File: config.mk
export PLATFORM = sky130hd
export DESIGN_NAME = spi_bus_ctrl
export DESIGN_NICKNAME = d
export VERILOG_FILES = /design/src/rtl/spi_bus_ctrl.sv
export SDC_FILE = /design/constraint.sdc
export NUM_CORES = 1
export LEC_CHECK = 0
export CAP_MARGIN = 25
export CORE_MARGIN = 8
export CORE_UTILIZATION = 45
export DETAILED_ROUTE_END_ITERATION = 8
export GPL_TIMING_DRIVEN = 1
export PLACE_DENSITY_LB_ADDON = 0.08
export SLEW_MARGIN = 20
export SYNTH_ARGS = -nofsm -noshare
export SYNTH_HDL_FRONTEND = slang
export SYNTH_SLANG_ARGS = --single-unit
File: constraint.sdc
create_clock -name sys_clk -period 2.2 [get_ports sys_clk]
set_clock_uncertainty 0.1 [all_clocks]
set_input_delay 0.22 -clock sys_clk [delete_from_list [all_inputs] [get_ports sys_clk]]
set_output_delay 0.22 -clock sys_clk [all_outputs]
set_load 0.005 [all_outputs]
File: src/rtl/spi_bus_ctrl.sv
// spi_bus_ctrl
// Runs the MITM FSM's chunk commands on a live mode-0 SPI bus. MOSI and MISO
// pass straight through from the raw pins unless a chunk substitutes fake bits.
// Real bits are captured on every sclk rise inside a chunk.
//
// Ports
//   sys_clk, rst                  system clock (>= 8x sclk); async active-high reset
//   ss_in, sclk_in                raw slave select (active low) and SPI clock
//   mosi_in, miso_in              raw data pins from the master and the slave
//   mosi_out, miso_out            data to the slave and the master (pass-through or fake)
//   cmd_next_chunk, cmd_finish    one-cycle command pulses
//   next_chunk_size               bit count of the requested chunk (clamped to BUF_SIZE)
//   fake_*_select, fake_*_data    substitution enables and MSB-first fake bits
//   comm_active, bus_ready        transaction in progress / awaiting a command
//   real_*_data                   captured bits, newest at bit 0
//   chunk_overrun                 sticky: sclk rose while awaiting a command
module spi_bus_ctrl #(
  parameter int BUF_SIZE         = 9,
  parameter int CHUNK_SIZE_WIDTH = $clog2(BUF_SIZE + 1),
  parameter int SYNC_STAGES      = 2
) (
  input  logic                        sys_clk,
  input  logic                        rst,
  input  logic                        ss_in,
  input  logic                        sclk_in,
  input  logic                        mosi_in,
  input  logic                        miso_in,
  output logic                        mosi_out,
  output logic                        miso_out,
  input  logic                        cmd_next_chunk,
  input  logic                        cmd_finish,
  input  logic [CHUNK_SIZE_WIDTH-1:0] next_chunk_size,
  input  logic                        fake_miso_select,
  input  logic                        fake_mosi_select,
  input  logic [BUF_SIZE-1:0]         fake_miso_data,
  input  logic [BUF_SIZE-1:0]         fake_mosi_data,
  output logic                        comm_active,
  output logic                        bus_ready,
  output logic [BUF_SIZE-1:0]         real_miso_data,
  output logic [BUF_SIZE-1:0]         real_mosi_data,
  output logic                        chunk_overrun
);

  localparam logic [1:0] S_IDLE   = 2'd0;
  localparam logic [1:0] S_WAIT   = 2'd1;
  localparam logic [1:0] S_CHUNK  = 2'd2;
  localparam logic [1:0] S_FINISH = 2'd3;

  localparam logic [CHUNK_SIZE_WIDTH-1:0] MAX_SIZE = CHUNK_SIZE_WIDTH'(BUF_SIZE);

  // Synchronizers; index SYNC_STAGES-1 is the usable copy
  logic [SYNC_STAGES-1:0] ss_sync_q, sclk_sync_q, mosi_sync_q, miso_sync_q;
  logic                   sclk_prev_q;
  logic                   ss_s, sclk_s, mosi_s, miso_s, sclk_rise, sclk_fall;

  always_ff @(posedge sys_clk or posedge rst) begin
    if (rst) begin
      ss_sync_q   <= '1;
      sclk_sync_q <= '0;
      mosi_sync_q <= '0;
      miso_sync_q <= '0;
      sclk_prev_q <= 1'b0;
    end else begin
      ss_sync_q[0]   <= ss_in;
      sclk_sync_q[0] <= sclk_in;
      mosi_sync_q[0] <= mosi_in;
      miso_sync_q[0] <= miso_in;
      for (int unsigned i = 1; i < SYNC_STAGES; i++) begin
        ss_sync_q[i]   <= ss_sync_q[i-1];
        sclk_sync_q[i] <= sclk_sync_q[i-1];
        mosi_sync_q[i] <= mosi_sync_q[i-1];
        miso_sync_q[i] <= miso_sync_q[i-1];
      end
      sclk_prev_q <= sclk_s;
    end
  end

  assign ss_s      = ss_sync_q[SYNC_STAGES-1];
  assign sclk_s    = sclk_sync_q[SYNC_STAGES-1];
  assign mosi_s    = mosi_sync_q[SYNC_STAGES-1];
  assign miso_s    = miso_sync_q[SYNC_STAGES-1];
  assign sclk_rise = sclk_s & ~sclk_prev_q;
  assign sclk_fall = ~sclk_s & sclk_prev_q;

  logic [1:0]                  state_q, state_d;
  logic                        sel_miso_q, sel_miso_d, sel_mosi_q, sel_mosi_d;
  logic [BUF_SIZE-1:0]         wbuf_miso_q, wbuf_miso_d, wbuf_mosi_q, wbuf_mosi_d;
  logic [BUF_SIZE-1:0]         rbuf_miso_q, rbuf_miso_d, rbuf_mosi_q, rbuf_mosi_d;
  logic [CHUNK_SIZE_WIDTH-1:0] cnt_q, cnt_d, size_q, size_d, cnt_inc;
  logic                        overrun_q, overrun_d;

  assign cnt_inc = cnt_q + 1'b1;

  always_comb begin
    state_d     = state_q;
    sel_miso_d  = sel_miso_q;
    sel_mosi_d  = sel_mosi_q;
    wbuf_miso_d = wbuf_miso_q;
    wbuf_mosi_d = wbuf_mosi_q;
    rbuf_miso_d = rbuf_miso_q;
    rbuf_mosi_d = rbuf_mosi_q;
    cnt_d       = cnt_q;
    size_d      = size_q;
    overrun_d   = overrun_q;
    case (state_q)
      S_IDLE: begin
        if (!ss_s) begin
          state_d   = S_WAIT;
          overrun_d = 1'b0;
          cnt_d     = '0;
        end
      end
      S_WAIT: begin
        if (ss_s) begin
          state_d    = S_IDLE;
          sel_miso_d = 1'b0;
          sel_mosi_d = 1'b0;
        end else begin
          // A bit clocked with no chunk open is lost; flag it, don't capture it
          if (sclk_rise) overrun_d = 1'b1;
          if (cmd_finish || cmd_next_chunk) begin
            sel_miso_d  = fake_miso_select;
            sel_mosi_d  = fake_mosi_select;
            wbuf_miso_d = fake_miso_data;
            wbuf_mosi_d = fake_mosi_data;
            cnt_d       = '0;
          end
          if (cmd_finish) begin
            state_d = S_FINISH;
          end else if (cmd_next_chunk && next_chunk_size != '0) begin
            state_d     = S_CHUNK;
            size_d      = (next_chunk_size > MAX_SIZE) ? MAX_SIZE : next_chunk_size;
            rbuf_miso_d = '0;
            rbuf_mosi_d = '0;
          end
        end
      end
      S_CHUNK, S_FINISH: begin
        if (ss_s) begin
          state_d    = S_IDLE;
          sel_miso_d = 1'b0;
          sel_mosi_d = 1'b0;
        end else begin
          // Mode 0: the next outgoing bit is presented after each falling edge
          if (sclk_fall) begin
            wbuf_miso_d = {wbuf_miso_q[BUF_SIZE-2:0], 1'b0};
            wbuf_mosi_d = {wbuf_mosi_q[BUF_SIZE-2:0], 1'b0};
          end
          if (sclk_rise && state_q == S_CHUNK) begin
            rbuf_miso_d = {rbuf_miso_q[BUF_SIZE-2:0], miso_s};
            rbuf_mosi_d = {rbuf_mosi_q[BUF_SIZE-2:0], mosi_s};
            cnt_d       = cnt_inc;
            if (cnt_inc == size_q) state_d = S_WAIT;
          end
        end
      end
      default: state_d = S_IDLE;
    endcase
  end

  always_ff @(posedge sys_clk or posedge rst) begin
    if (rst) begin
      state_q     <= S_IDLE;
      sel_miso_q  <= 1'b0;
      sel_mosi_q  <= 1'b0;
      wbuf_miso_q <= '0;
      wbuf_mosi_q <= '0;
      rbuf_miso_q <= '0;
      rbuf_mosi_q <= '0;
      cnt_q       <= '0;
      size_q      <= '0;
      overrun_q   <= 1'b0;
    end else begin
      state_q     <= state_d;
      sel_miso_q  <= sel_miso_d;
      sel_mosi_q  <= sel_mosi_d;
      wbuf_miso_q <= wbuf_miso_d;
      wbuf_mosi_q <= wbuf_mosi_d;
      rbuf_miso_q <= rbuf_miso_d;
      rbuf_mosi_q <= rbuf_mosi_d;
      cnt_q       <= cnt_d;
      size_q      <= size_d;
      overrun_q   <= overrun_d;
    end
  end

  // Pass-through is taken straight from the raw pins so no latency is added
  assign mosi_out       = sel_mosi_q ? wbuf_mosi_q[BUF_SIZE-1] : mosi_in;
  assign miso_out       = sel_miso_q ? wbuf_miso_q[BUF_SIZE-1] : miso_in;
  assign comm_active    = (state_q != S_IDLE);
  assign bus_ready      = (state_q == S_WAIT);
  assign real_miso_data = rbuf_miso_q;
  assign real_mosi_data = rbuf_mosi_q;
  assign chunk_overrun  = overrun_q;

endmodule

# ---- Yosys cells after proc, flatten, opt, wreduce, memory -nomap -nowiden
# Cells that the tools add are included.
dict set report word_totals {
  inputBits 32
  elab_cells 104
  ff_bits 58
  out_inout_bits 23
}
dict set report classes {
  n_lt_le_gt_ge 1
  n_reduce_logical 16
  n_eq_ne 18
  bitwise_logic 6
  mux 47
  addsub 1
}
# cell n
set op_table {}
lappend op_table {{9-bit 2-to-1 mux} 15}
lappend op_table {{9-bit one-hot mux with 2 select lines} 4}
lappend op_table {{4-bit 2-to-1 mux} 6}
lappend op_table {{2-bit 2-to-1 mux} 7}
lappend op_table {{2-bit != test (second input constant)} 7}
lappend op_table {{4-bit one-hot mux with 3 select lines} 1}
lappend op_table {{4-bit AND reduction} 3}
lappend op_table {{1-bit 2-to-1 mux} 10}
lappend op_table {{5-bit AND reduction} 2}
lappend op_table {{2-bit by 1-bit != test with 1-bit output (second input constant)} 3}
lappend op_table {{3-bit != test (second input constant)} 2}
lappend op_table {{1-bit one-hot mux with 2 select lines} 3}
lappend op_table {{2-bit one-hot mux with 3 select lines} 1}
lappend op_table {{6-bit AND reduction} 1}
lappend op_table {{2-bit nonzero test} 3}
lappend op_table {{4-bit by 1-bit adder with 4-bit output (second input constant)} 1}
lappend op_table {{2-bit == test (second input constant)} 2}
lappend op_table {{4-bit == test} 1}
lappend op_table {{4-bit greater-than comparator (second input constant)} 1}
lappend op_table {{4-bit by 2-bit != test with 1-bit output (second input constant)} 1}
lappend op_table {{1-bit inverter} 4}
lappend op_table {{4-bit nonzero test} 1}
lappend op_table {{3-bit by 1-bit != test with 1-bit output (second input constant)} 1}
lappend op_table {{3-bit AND reduction} 1}
lappend op_table {{other kinds (6)} 8}

# ---- Depth between registers and ports, before layout
# Gate-level depths: netlist of the first run.
dict set report depth {
  depth_word 6
  mapped_depth 6
  mapped_depth_nobuf 5
}

# ---- Least setup slack after synthesis of the first run
# No wires, ideal clock.
dict set report synth_timing {
  kind {register to register}
  start {register state_q[1]}
  end {register rbuf_miso_q[0] (netlist: real_miso_data[0])}
  required_ps 1979
  setup_time_ps 121
  path_slack_ps 423
  arrival_time_ps 1556
  path_stages_with_launch 7
  cell_sequence {dfrtp_1 -> buf_6 -> or2_4 -> nor4b_4 -> nor2_4 -> buf_6 -> a22o_1}
}
dict set report synth_via {
  elab_chain_cells 4
  word_cells_on_any_way 13
  cone_classes {eq/ne: 8; mux: 1; reduce/logical: 4}
}
# element line
set synth_lines {}
lappend synth_lines {{from (decl)} 85} ;# logic [1:0] state_q, state_d;
lappend synth_lines {{from (signal assigned)} 174} ;# state_q <= state_d;
lappend synth_lines {{2-bit == test, on equally long branches} {105, 149}}
lappend synth_lines {{2-bit OR reduction / 1-bit logical AND (equally long branches)} {105, 149}}
lappend synth_lines {{2-bit != test (no source line) / 2-bit nonzero test (equally long branches)} n/a}
lappend synth_lines {{6-bit AND reduction (no source line)} n/a}
lappend synth_lines {{to (signal assigned)} 179} ;# rbuf_miso_q <= rbuf_miso_d;
lappend synth_lines {{to (decl)} 88} ;# logic [BUF_SIZE-1:0] rbuf_miso_q, rbuf_miso_d, rbuf_mosi_q, rbuf_mosi_d;
# Parallel ways exist; a longest one is shown, timed or not.
# A chain may end at the register's enable or synchronous reset.

# ---- Final worst setup path of the first run
dict set report layout_timing {
  start {register state_q[1]}
  end {output comm_active}
}
dict set report layout_via {
  elab_chain_cells 1
}
# element line
set layout_lines {}
lappend layout_lines {{2-bit nonzero test} 190} ;# assign comm_active = (state_q != S_IDLE);
lappend layout_lines {{to (decl)} 37} ;# output logic comm_active,
# No other way between the ends.

==> impl_metrics.ini, run 1 <==
[floorplanning]
initial_core_util_pct = 46.4
dieArea_um2 = 8350
die_h_um = 91.4
core.rowCount = 27
io-pin-count = 55
die_w_um = 91.4
core_um2 = 5510

[job]
maxCapViolCount = 0

[power]
vdd_drop_max_v = 0.000449
leakage_uw = 0.00145
power.density_nw_per_um2 = 838

[critical_path]
reg2reg_slack_ns = 0.43
crit_buf_inv = 2
cpMaxStageDelayCell = clkdlybuf4s50_1
critical-path-top-delay-family = buffers and inverters
crit_fanout = 34
crit_path_end_kind = output pin
cp-start-kind = flop
r2r_cells = 4
reg2reg_from = ss_sync_q[1]
slowest_delay_ns = 0.45
critPathRequiredTime_ns = 1.88
crit_type = reg2out
arrival_ns = 1.68
crit_chain = buf_12 > or2_2 > clkdlybuf4s50_1
rr_endpoint = size_q[2]

[placed_design]
pre_cts_slack_ns = 0.115
place_hpwl_um = 3930
dp_cells = 314
io_buffers = 54
gp_congestion = 0.706

[grt]
grt_pass1_wl_um = 9090
globalRouteMet3Util_pct = 5.10
grt_pass1_vias = 1915
busiest_layer = met2
grt_max_degree = 59
grtUsageTotal_pct = 13.9
antenna_found_initial = 0
use_met1_pct = 15.3
met2_usage_pct = 22.3
grt_overflow_total = 0

[cts]
cts_resized = 0
cts_tree = done
postCtsHoldBufs = 0
path_clk_slew_ns = 0.07
clock-root-buffer = clkbuf_8
post_cts_buffers = 0
cts.htree.levels = 3
clock_path_buffers = 2
cts_made_buffers = 9
clk_latency_ns = 0.34
clock_sinks = 58

[sta]
rsz0062_at_grt = no
setup_slack_ns = 0.197
maxSlewHeadroom_pct = 65.4
setup-tns-final_ns = 0
max_slew.worst_pin.slew_ns = 0.514
fin_crit_ns = 2.00
max_freq_mhz = 499
finalCritPeriodShare_pct = 91.0
worst_hold_slack_ns = 0.160
final-max-slew-violation-count = 0
finalHoldViolations = 0
setup_viol = 0

[status]
status = completed

[routing]
wl_per_cell_um = 16.4
via_per_inst = 5.30
ant_nets = 0
wl_um = 5400
drt_iter0_markers = 60
drcViolationCount = 0
vias = 1743
dr.pass1.iters = 4

[logic_synthesis]
synthCells = 191
synthTopCellsByArea = dfrtp_1 55%, mux2_2 17%, a22o_1 6.2%
synth_edf_count = 0
ys.flop_type = dfrtp_1
syn_area_um2 = 2560
synth_nets = 224
ys_ff_latch = 58
yosys_warnings = 0
syn_avg_cell_area_um2 = 13.4
ys_seq_area_share_pct = 56.9
netlist_top_cells_count = 56 x dfrtp_1, 38 x mux2_2, 18 x a22o_1, 8 x nor2_1
synthArstFlopShare_pct = 100
synth_top_area_cell = dfrtp_1
synth_top_area_share_pct = 54.8
synth_most_common_cell = dfrtp_1
ys_types = 41

[cells_and_area]
diodes = 0
fin_util_pct = 62.1
drive_above_1_share_pct = 26.5
finish.net_count = 286
synthToLayoutAreaGrowth_pct = 33.8
fin_cells = 329

[min_path]
hp-class = in2async
[where the power goes]
part           total, uW  internal, uW  switching (uW)
logic                509           328             181
clock network        999           608             391
registers           1360          1250             107
total               2870          2190             680
[through the flow]
| stage | total power (uW) | area, um^2 |
|---|---|---|
| floorplan | 1680 | 2560 |
| finish | 2870 | 3420 |
| global route | 3020 | 3420 |
| CTS | 2910 | 3420 |
| detailed placement | 1900 | 3220 |
| global placement | 1860 | 3220 |
[layout make-up]
cell class / instances / area [um^2]
fill: 445 / 2090
sequential: 58 / 1450
multi-input combinational: 119 / 1030
timing repair buffer: 61 / 631
clock buffer: 13 / 169
tap: 72 / 90.1
clock inverter: 2 / 35.0
inverter: 4 / 15.0
[sequential cells by signal (all words and copies together), names as in the netlist, 4 cells and up]
name	cells
real_miso_data	9
wbuf_mosi_q	9
cnt_q	4
real_mosi_data	9
wbuf_miso_q	9
size_q	4
[layer usage]
layer | routed length (um) | share of wire, %
met3 | 350 | 6.5
met4 | 123 | 2.3
met2 | 2640 | 49
met5 | 0 | 0
met1 | 2280 | 42
[worst register-to-register path, cell delays in order, from the launching register on]
cell	delay [ns]
dfstp_2	0.43
or2_4	0.27
nor4b_4	0.33
buf_4	0.21
mux2_2	0.33
[kinds of logic after synthesis]
family / count (synthesis) / share of synthesized area, %
DFF: 58 / 56.9
muxes: 39 / 17.1
and+or+nand+nor: 33 / 8.03
xor gates and xnor gates: 6 / 2.06
AOI/OAI and AO/OA: 40 / 12.4
adders and majority gates: 1 / 0.489
buffers and inverters: 14 / 2.99
[cells in the final DEF, fill, tap and decap left out, types with 3 or more instances in the layout]
cell	instances
inv_1	3
clkbuf_8	12
nor2b_1	5
dfrtp_1	56
buf_4	4
clkdlybuf4s50_1	54
xnor2_1	4
mux2_2	38
nand2b_1	3
nor2_1	8
a22o_1	18
buf_12	3
a21oi_1	3
nand2_1	5
o21ai_0	5
[worst max-delay path by stage]
stage | start | to | cells after the start
after floorplan | state_q[1] | real_miso_data[0] | 6
after global placement | next_chunk_size[0] | real_miso_data[6] | 5
after detailed placement | next_chunk_size[1] | real_mosi_data[7] | 5
after CTS | state_q[1] | comm_active | 3
after global routing | state_q[1] | comm_active | 3
final | state_q[1] | comm_active | 3
Power figures use the tool's default switching activity.
==> run 2, diff against run 1 <==
--- a/config.mk
+++ b/config.mk
@@ -5,9 +5,10 @@
 export SDC_FILE = /design/constraint.sdc
 export NUM_CORES = 1
 export LEC_CHECK = 0
+export ABC_AREA = 1
 export CAP_MARGIN = 25
 export CORE_MARGIN = 8
-export CORE_UTILIZATION = 45
+export CORE_UTILIZATION = 47
 export DETAILED_ROUTE_END_ITERATION = 8
 export GPL_TIMING_DRIVEN = 1
 export PLACE_DENSITY_LB_ADDON = 0.08
==> impl_metrics.ini, run 2 <==
[critical_path]
cp-start-kind = flop
cpMaxStageDelayCell = clkdlybuf4s50_1
crit_type = reg2out
r2r_cells = 4
critical-path-top-delay-family = buffers and inverters
reg2reg_from = state_q[1]
arrival_ns = 1.71
critPathRequiredTime_ns = 1.88
crit_chain = nor2_1 > inv_1 > clkdlybuf4s50_1
crit_fanout = 10
crit_path_end_kind = output pin
reg2reg_slack_ns = 0.46
slowest_delay_ns = 0.50
rr_endpoint = wbuf_miso_q[7]
crit_buf_inv = 2

[cells_and_area]
synthToLayoutAreaGrowth_pct = 29.0
final_common_cell = nand2_1
diodes = 0
multi_input_area_um2 = 970
finish.net_count = 378
fin_cells = 421
final_area_um2 = 3440
nFillCells = 484
regArea_um2 = 1460
final_cell_mix = 58 x nand2_1, 55 x dfrtp_1, 54 x clkdlybuf4s50_1
drive_above_1_share_pct = 12.6

[cts]
clk_latency_ns = 0.33
cts_made_buffers = 9
clock_path_buffers = 2
cts.htree.levels = 3
clock_sinks = 58
clock-root-buffer = clkbuf_8
cts_tree = done
path_clk_slew_ns = 0.06
postCtsHoldBufs = 0

[floorplanning]
core.rowCount = 27
die_h_um = 91.3
dieArea_um2 = 8340
core_um2 = 5510
die_w_um = 91.3
io-pin-count = 55
initial_core_util_pct = 48.4

[grt]
grtUsageTotal_pct = 14.9
grt_overflow_total = 0
antenna_found_initial = 0
grt_pass1_vias = 2165
grt_pass1_wl_um = 10000
grt_max_degree = 37

[logic_synthesis]
synthArstFlopShare_pct = 100
synth_top_area_share_pct = 52.6
synth_most_common_cell = nand2_1
ys_ff_latch = 58
yosys_warnings = 0
synth_edf_count = 0
synth_nets = 320
ys.flop_type = dfrtp_1
ys_types = 30
ys_seq_area_share_pct = 54.5
synthTopCellsByArea = dfrtp_1 53%, nand2_1 8.2%, inv_1 5.6%
netlist_top_cells_count = 58 x nand2_1, 56 x dfrtp_1, 40 x inv_1, 37 x nor2_1
syn_avg_cell_area_um2 = 9.29
synthCells = 287
syn_area_um2 = 2670
synth_top_area_cell = dfrtp_1

[sta]
max_freq_mhz = 494
final-max-slew-violation-count = 0
rsz0062_at_grt = no
fin_crit_ns = 2.03
finalCritPeriodShare_pct = 92.1
setup_viol = 0
finalHoldViolations = 0
setup-tns-final_ns = 0
max_slew.worst_pin.slew_ns = 0.623
maxSlewHeadroom_pct = 58.4

[status]
status = completed

[power]
p_clk_share_pct = 20.8
internal_power_uw = 2850
p_comb_share_pct = 40.9
power.density_nw_per_um2 = 1300
vdd_drop_max_v = 0.000634
swShare_pct = 36.5
seq_power_share_pct = 38.3
switchingPower_uw = 1640
leakage_uw = 0.00158

[placed_design]
place_hpwl_um = 4170
dp_cells = 406
dpl-instance-area_um2 = 3250
io_buffers = 54
gp_congestion = 0.816

[routing]
drcViolationCount = 0
vias = 2107
dr.pass1.iters = 4
via_per_inst = 5.00
wl_um = 5720
ant_nets = 0
wl_per_cell_um = 13.6
drt_iter0_markers = 61

[min_path]
hp-class = in2async

[job]
maxCapViolCount = 0
## run 2: cell count changes after synthesis, moves of 5 or more
cell      previous run  this run
nand3_1              2        14
nor2_1               8        37
clkbuf_1             5         0
o31ai_2              0        10
o31ai_1              0         8
a22o_1              18         0
inv_1                4        40
nor2b_1              5         0
o22ai_1              0        14
o21ai_0              5        13
mux2_2              38         0
nand2_1              5        58
## run 2: cell families after synthesis
kind of cell | after synthesis | synth area share (%)
AND/OR/NAND/NOR | 119 | 19.8
flip-flops | 58 | 54.5
AO/OA/AOI/OAI | 56 | 16.1
buffers and inverters | 53 | 9.10
adder cells (fa/ha/maj) | 1 | 0.469
## run 2: power by group through the flow
| stage | clock (uW) | combinational [uW] | sequential (uW) |
|---|---|---|---|
| final | 933 | 1840 | 1720 |
| after global routing | 1010 | 2090 | 1770 |
| after CTS | 971 | 1870 | 1720 |
| after detailed placement | 0 | 1850 | 1730 |
| after global placement | 0 | 1810 | 1730 |
| after floorplan | 0 | 1300 | 1670 |
## run 2: per-layer routing
metal / track usage (%) / vias up / part of all wire, % / wire [um]
met5: 0 / - / 0 / 0
met4: 8.32 / 0 / 2.1 / 122
met3: 4.69 / 11 / 4.7 / 271
met2: 21.7 / 48 / 46 / 2610
met1: 19.3 / 997 / 47 / 2710
li1: - / 1051 / - / -
## run 2: area by class of cell
class                      instances  area share [%]
sequential                        58            42.3
multi-input combinational        176            28.2
timing repair buffer              58            16.9
inverter                          42            4.58
clock buffer                      12            4.22
tap                               72            2.62
clock inverter                     3            1.16
## run 2: repair_timing
action	CTS	global route
endpoints found under the setup margin	0	1
endpoints found under the hold margin	0	0
gates resized for setup	0	1
setup buffers	0	0
## run 2: worst max-delay path by stage
stage / from / to / slack [ns] / cells after the start
global route: state_q[1] / comm_active / 0.05 / 3
floorplan: rst / chunk_overrun / 0.46 / 1
CTS: state_q[1] / comm_active / 0.06 / 3
global placement: cmd_next_chunk / wbuf_miso_q[6] / 0.33 / 5
finish: state_q[1] / comm_active / 0.17 / 3
detailed placement: cmd_next_chunk / wbuf_miso_q[8] / 0.27 / 5
## run 2: stage by stage
step	utilization, %	hold WS (ns)	worst slack (ns)	total power [uW]
2_1_floorplan	-	0.124	0.455	2980
4_1_cts	62.5	0.0875	0.0598	4560
3_3_place_gp	59.1	0.235	0.328	3540
3_5_place_dp	59.1	0.236	0.267	3580
6_report	62.5	0.0939	0.174	4490
5_1_grt	62.5	0.119	0.0482	4870
==> RTL change 1 (flow settings as in run 1) <==
`SYNC_STAGES`: 2 -> 1.
--- a/src/rtl/spi_bus_ctrl.sv
+++ b/src/rtl/spi_bus_ctrl.sv
@@ -18,5 +18,5 @@
   parameter int BUF_SIZE         = 9,
   parameter int CHUNK_SIZE_WIDTH = $clog2(BUF_SIZE + 1),
-  parameter int SYNC_STAGES      = 2
+  parameter int SYNC_STAGES      = 1
 ) (
   input  logic                        sys_clk,
Check against the original RTL: not equivalent (Yosys sat finds a counterexample within 4 cycles, from zero or initial values and one cycle with rst high).
==> RTL change 1 against run 1 <==
  * Wire length decreased by 1.4%
  * Non-clock buffer count decreased by 2
  * Sequential power decreased by 4%
  * Sequential cell count decreased by 4
  * Area after synthesis decreased by 0.34%
  * Count of clock-buffer cells in the layout decreased by 8
  * Hold slack improved by 0.017 ns
  * Critical path depth unchanged
  * Total power decreased by 14%
  * Worst setup slack improved by 0.044 ns
  * Core utilization decreased by 2.5 points
  * Register-to-register slack got worse by 0.08 ns
  * Global-route usage decreased by 0.63 points
  * Cell area decreased by 4.5%
  * Highest routed layer unchanged
==> RTL change 1: results (changes against run 1) <==
[outcome]
status = completed

[sta]
setup_ws_ns = 0.2411  ; +0.04389 ns
max-slew-margin-rel_pct = 62.94  ; -2.4 points
holdWs_ns = 0.1776  ; +0.01738 ns

[logic_synthesis]
synth.distinct_cells = 47  ; +15%
syn_inst = 186  ; -2.6%
yosys-top-cells-area = dfrtp_1 52%, mux2_2 12%, mux2_4 5.9%, a22o_2 3.9%, a22o_1 2.8%
synth_top_area_share_pct = 52.06  ; -2.8 points
syn_nets = 219  ; -2.2%
yosysSeqAreaShare_pct = 53.09  ; -3.8 points

[setup_path]
worstPathArrival_ns = 1.64  ; -0.04 ns
reg2reg_to = wbuf_mosi_q[6]
reg2reg_from = state_q[1]
slowest_stage = dfrtp_1
crit_end = bus_ready
crit_fanout = 9  ; -74%

[place]
dp_hpwl_microns = 4040  ; +2.8%
place_congestion = 0.8032  ; +14%
place_area_sq_mm = 0.003167  ; -1.5%
dp_cells = 309  ; -1.6%

[cts]
cts_made_buffers = 5  ; -4
htreeDepth = 2  ; -1
clk_pin_slew_ns = 0.11  ; +0.04 ns

[route]
m1WireLength_microns = 2369  ; +3.8%
wl_met3_microns = 172  ; -51%
dr_total_vias = 1681  ; -3.6%
first_pass_iters = 7  ; +3
drtIter0Drc = 100  ; +67%
drt_wl_total_microns = 5327  ; -1.4%

[pwr]
p_sw_share_pct = 27.54  ; +3.8 points
clock_power_uw = 596  ; -40%
peakVddDrop_v = 0.0004354  ; -2.9%
powerComb_uw = 568  ; +12%
pwr-share-clk_pct = 24.2  ; -11 points

[grt]
use_met1_pct = 15.99  ; +0.70 points
grt_max_degree = 30  ; -49%
grt_pass1_vias = 1856  ; -3.1%
gr-usage-all-layers_pct = 13.32  ; -0.63 points

[finish]
drive_gt1_share_pct = 29.39  ; +2.9 points

[min_path]
hold_path_class = in2async

## RTL change 1: cell types whose count changed after synthesis, sizes merged, moves of 3 or more
| cell | change |
|---|---|
| inv | +5 |
| clkbuf | -3 |
| dfrtp | -3 |
| nor2 | -3 |
| nor2b | -3 |
## RTL change 1: area by class of cell
type,count,share of cell area [%]
clock buffer,5,2.108
multi-input combinational,115,33.69
clock inverter,3,0.8816
timing repair buffer,59,18.09
tap,72,2.760
inverter,9,1.035
sequential,54,41.43
## RTL change 1: logic make-up after synthesis
kind of cell / Yosys count / synth area share, %
compound gates: 42 / 14.93
simple gates: 28 / 7.418
buf+inv: 17 / 3.733
flops: 54 / 53.09
mux: 38 / 18.27
fa+ha+maj: 1 / 0.4911
xor+xnor: 6 / 2.063
## RTL change 1: worst register-to-register path, stage by stage, from the launching register on
cell and delay [ns]:
dfrtp_1 0.49, buf_4 0.22, o21a_4 0.24, nor2_8 0.29, mux2_2 0.39
==> RTL change 2 (settings of run 1) <==
Made on the original files. Register the output `chunk_overrun` once more, with the module's reset; this adds one clock of latency there. The other outputs are not delayed to match.
--- a/src/rtl/spi_bus_ctrl.sv
+++ b/src/rtl/spi_bus_ctrl.sv
@@ -192,5 +192,11 @@
   assign real_miso_data = rbuf_miso_q;
   assign real_mosi_data = rbuf_mosi_q;
-  assign chunk_overrun  = overrun_q;
+  always_ff @(posedge sys_clk or posedge rst) begin
+    if (rst) begin
+      chunk_overrun <= '0;
+    end else begin
+      chunk_overrun <= overrun_q;
+    end
+  end
 
 endmodule
Function: changed (Yosys sat finds a counterexample within 10 cycles, from zero or initial values and one cycle with rst high).
==> RTL change 2 against run 1 <==
  * Global-route usage fell by 0.95 points
  * Worst setup slack got worse by 0.053 ns
  * Area after synthesis rose by 1.3%
  * Wire length fell by 2.4%
  * First-iteration DRC count fell by 40%
  * Cell area rose by 0.81%
  * Sequential cell count rose by 1
  * Total power rose by 7.3%
  * Largest power group unchanged
==> RTL change 2: results (changes against run 1) <==
[finish]
register_area_sq_mm = 0.001479  ; +1.7%
multi_input_cells = 107  ; -10%
clock_buffers = 10  ; -3
fill_cells = 450  ; +1.1%
multi_input_area_share_pct = 29.33  ; -0.68 points
nFlopsAndLatches = 59  ; +1.7%
nets = 279  ; -2.4%
drive_gt1_share_pct = 30.28  ; +3.8 points

[outcome]
status = completed

[pwr]
p_sw_share_pct = 24.41  ; +0.70 points

[sta]
worst_pin_slew_ns = 0.4517  ; -0.06227 ns
setup_ws_ns = 0.1442  ; -0.05308 ns

[route]
m1WireLength_microns = 2222  ; -2.7%
drtIter0Drc = 36  ; -40%
wl_per_cell_microns = 16.33  ; -0.54%
wl_met2_microns = 2796  ; +5.7%

[setup_path]
reg2reg_depth = 5  ; +1
crit_fanout = 14  ; -59%
worstPathArrival_ns = 1.74  ; +0.06 ns
cpPeakStageDelay_ns = 0.54  ; +0.09 ns
reg2reg_to = cnt_q[0]
regToRegSetupSlack_ns = 0.26  ; -0.17 ns

[logic_synthesis]
synthMuxAreaShare_pct = 16.05  ; -1.1 points
yosysSeqAreaShare_pct = 57.13  ; +0.25 points
syn_nets = 218  ; -2.7%
synth.distinct_cells = 40  ; -2.4%
syn_inst = 185  ; -3.1%

[grt]
grt_pass1_wl_microns = 8832  ; -2.8%
use_met1_pct = 15.27  ; -0.015 points
gr-usage-all-layers_pct = 13.00  ; -0.95 points

[floorplan]
die_x_microns = 91.85  ; +0.52%

[place]
dp_hpwl_microns = 3837  ; -2.4%

[cts]
worstSkewPairLatency_ns = 0.32  ; -0.02 ns

-- RTL change 2: cell types whose count changed in the layout (fill, tap and decap cells not counted), moves of 2 or more --
| cell | run 1 | this run |
|---|---|---|
| nor2b_1 | 5 | 1 |
| clkbuf_8 | 12 | 10 |
| nor2_1 | 8 | 6 |
| inv_1 | 3 | 9 |
| a22oi_1 | 0 | 2 |
| clkinvlp_4 | 0 | 2 |
| mux2_2 | 38 | 36 |
| a22o_2 | 0 | 8 |
| nand3b_1 | 1 | 3 |
| a21oi_1 | 3 | 0 |
| nand2b_1 | 3 | 1 |
| a22o_1 | 18 | 13 |
| nand2_1 | 5 | 0 |
-- RTL change 2: power groups by stage --
stage	Sequential, mW	Clock [mW]	Combinational, mW
after global routing	1.46	1.17	0.604
after global placement	1.44	0	0.532
after CTS	1.44	1.12	0.562
final	1.43	1.09	0.549
after floorplan	1.40	0	0.383
after detailed placement	1.45	0	0.560
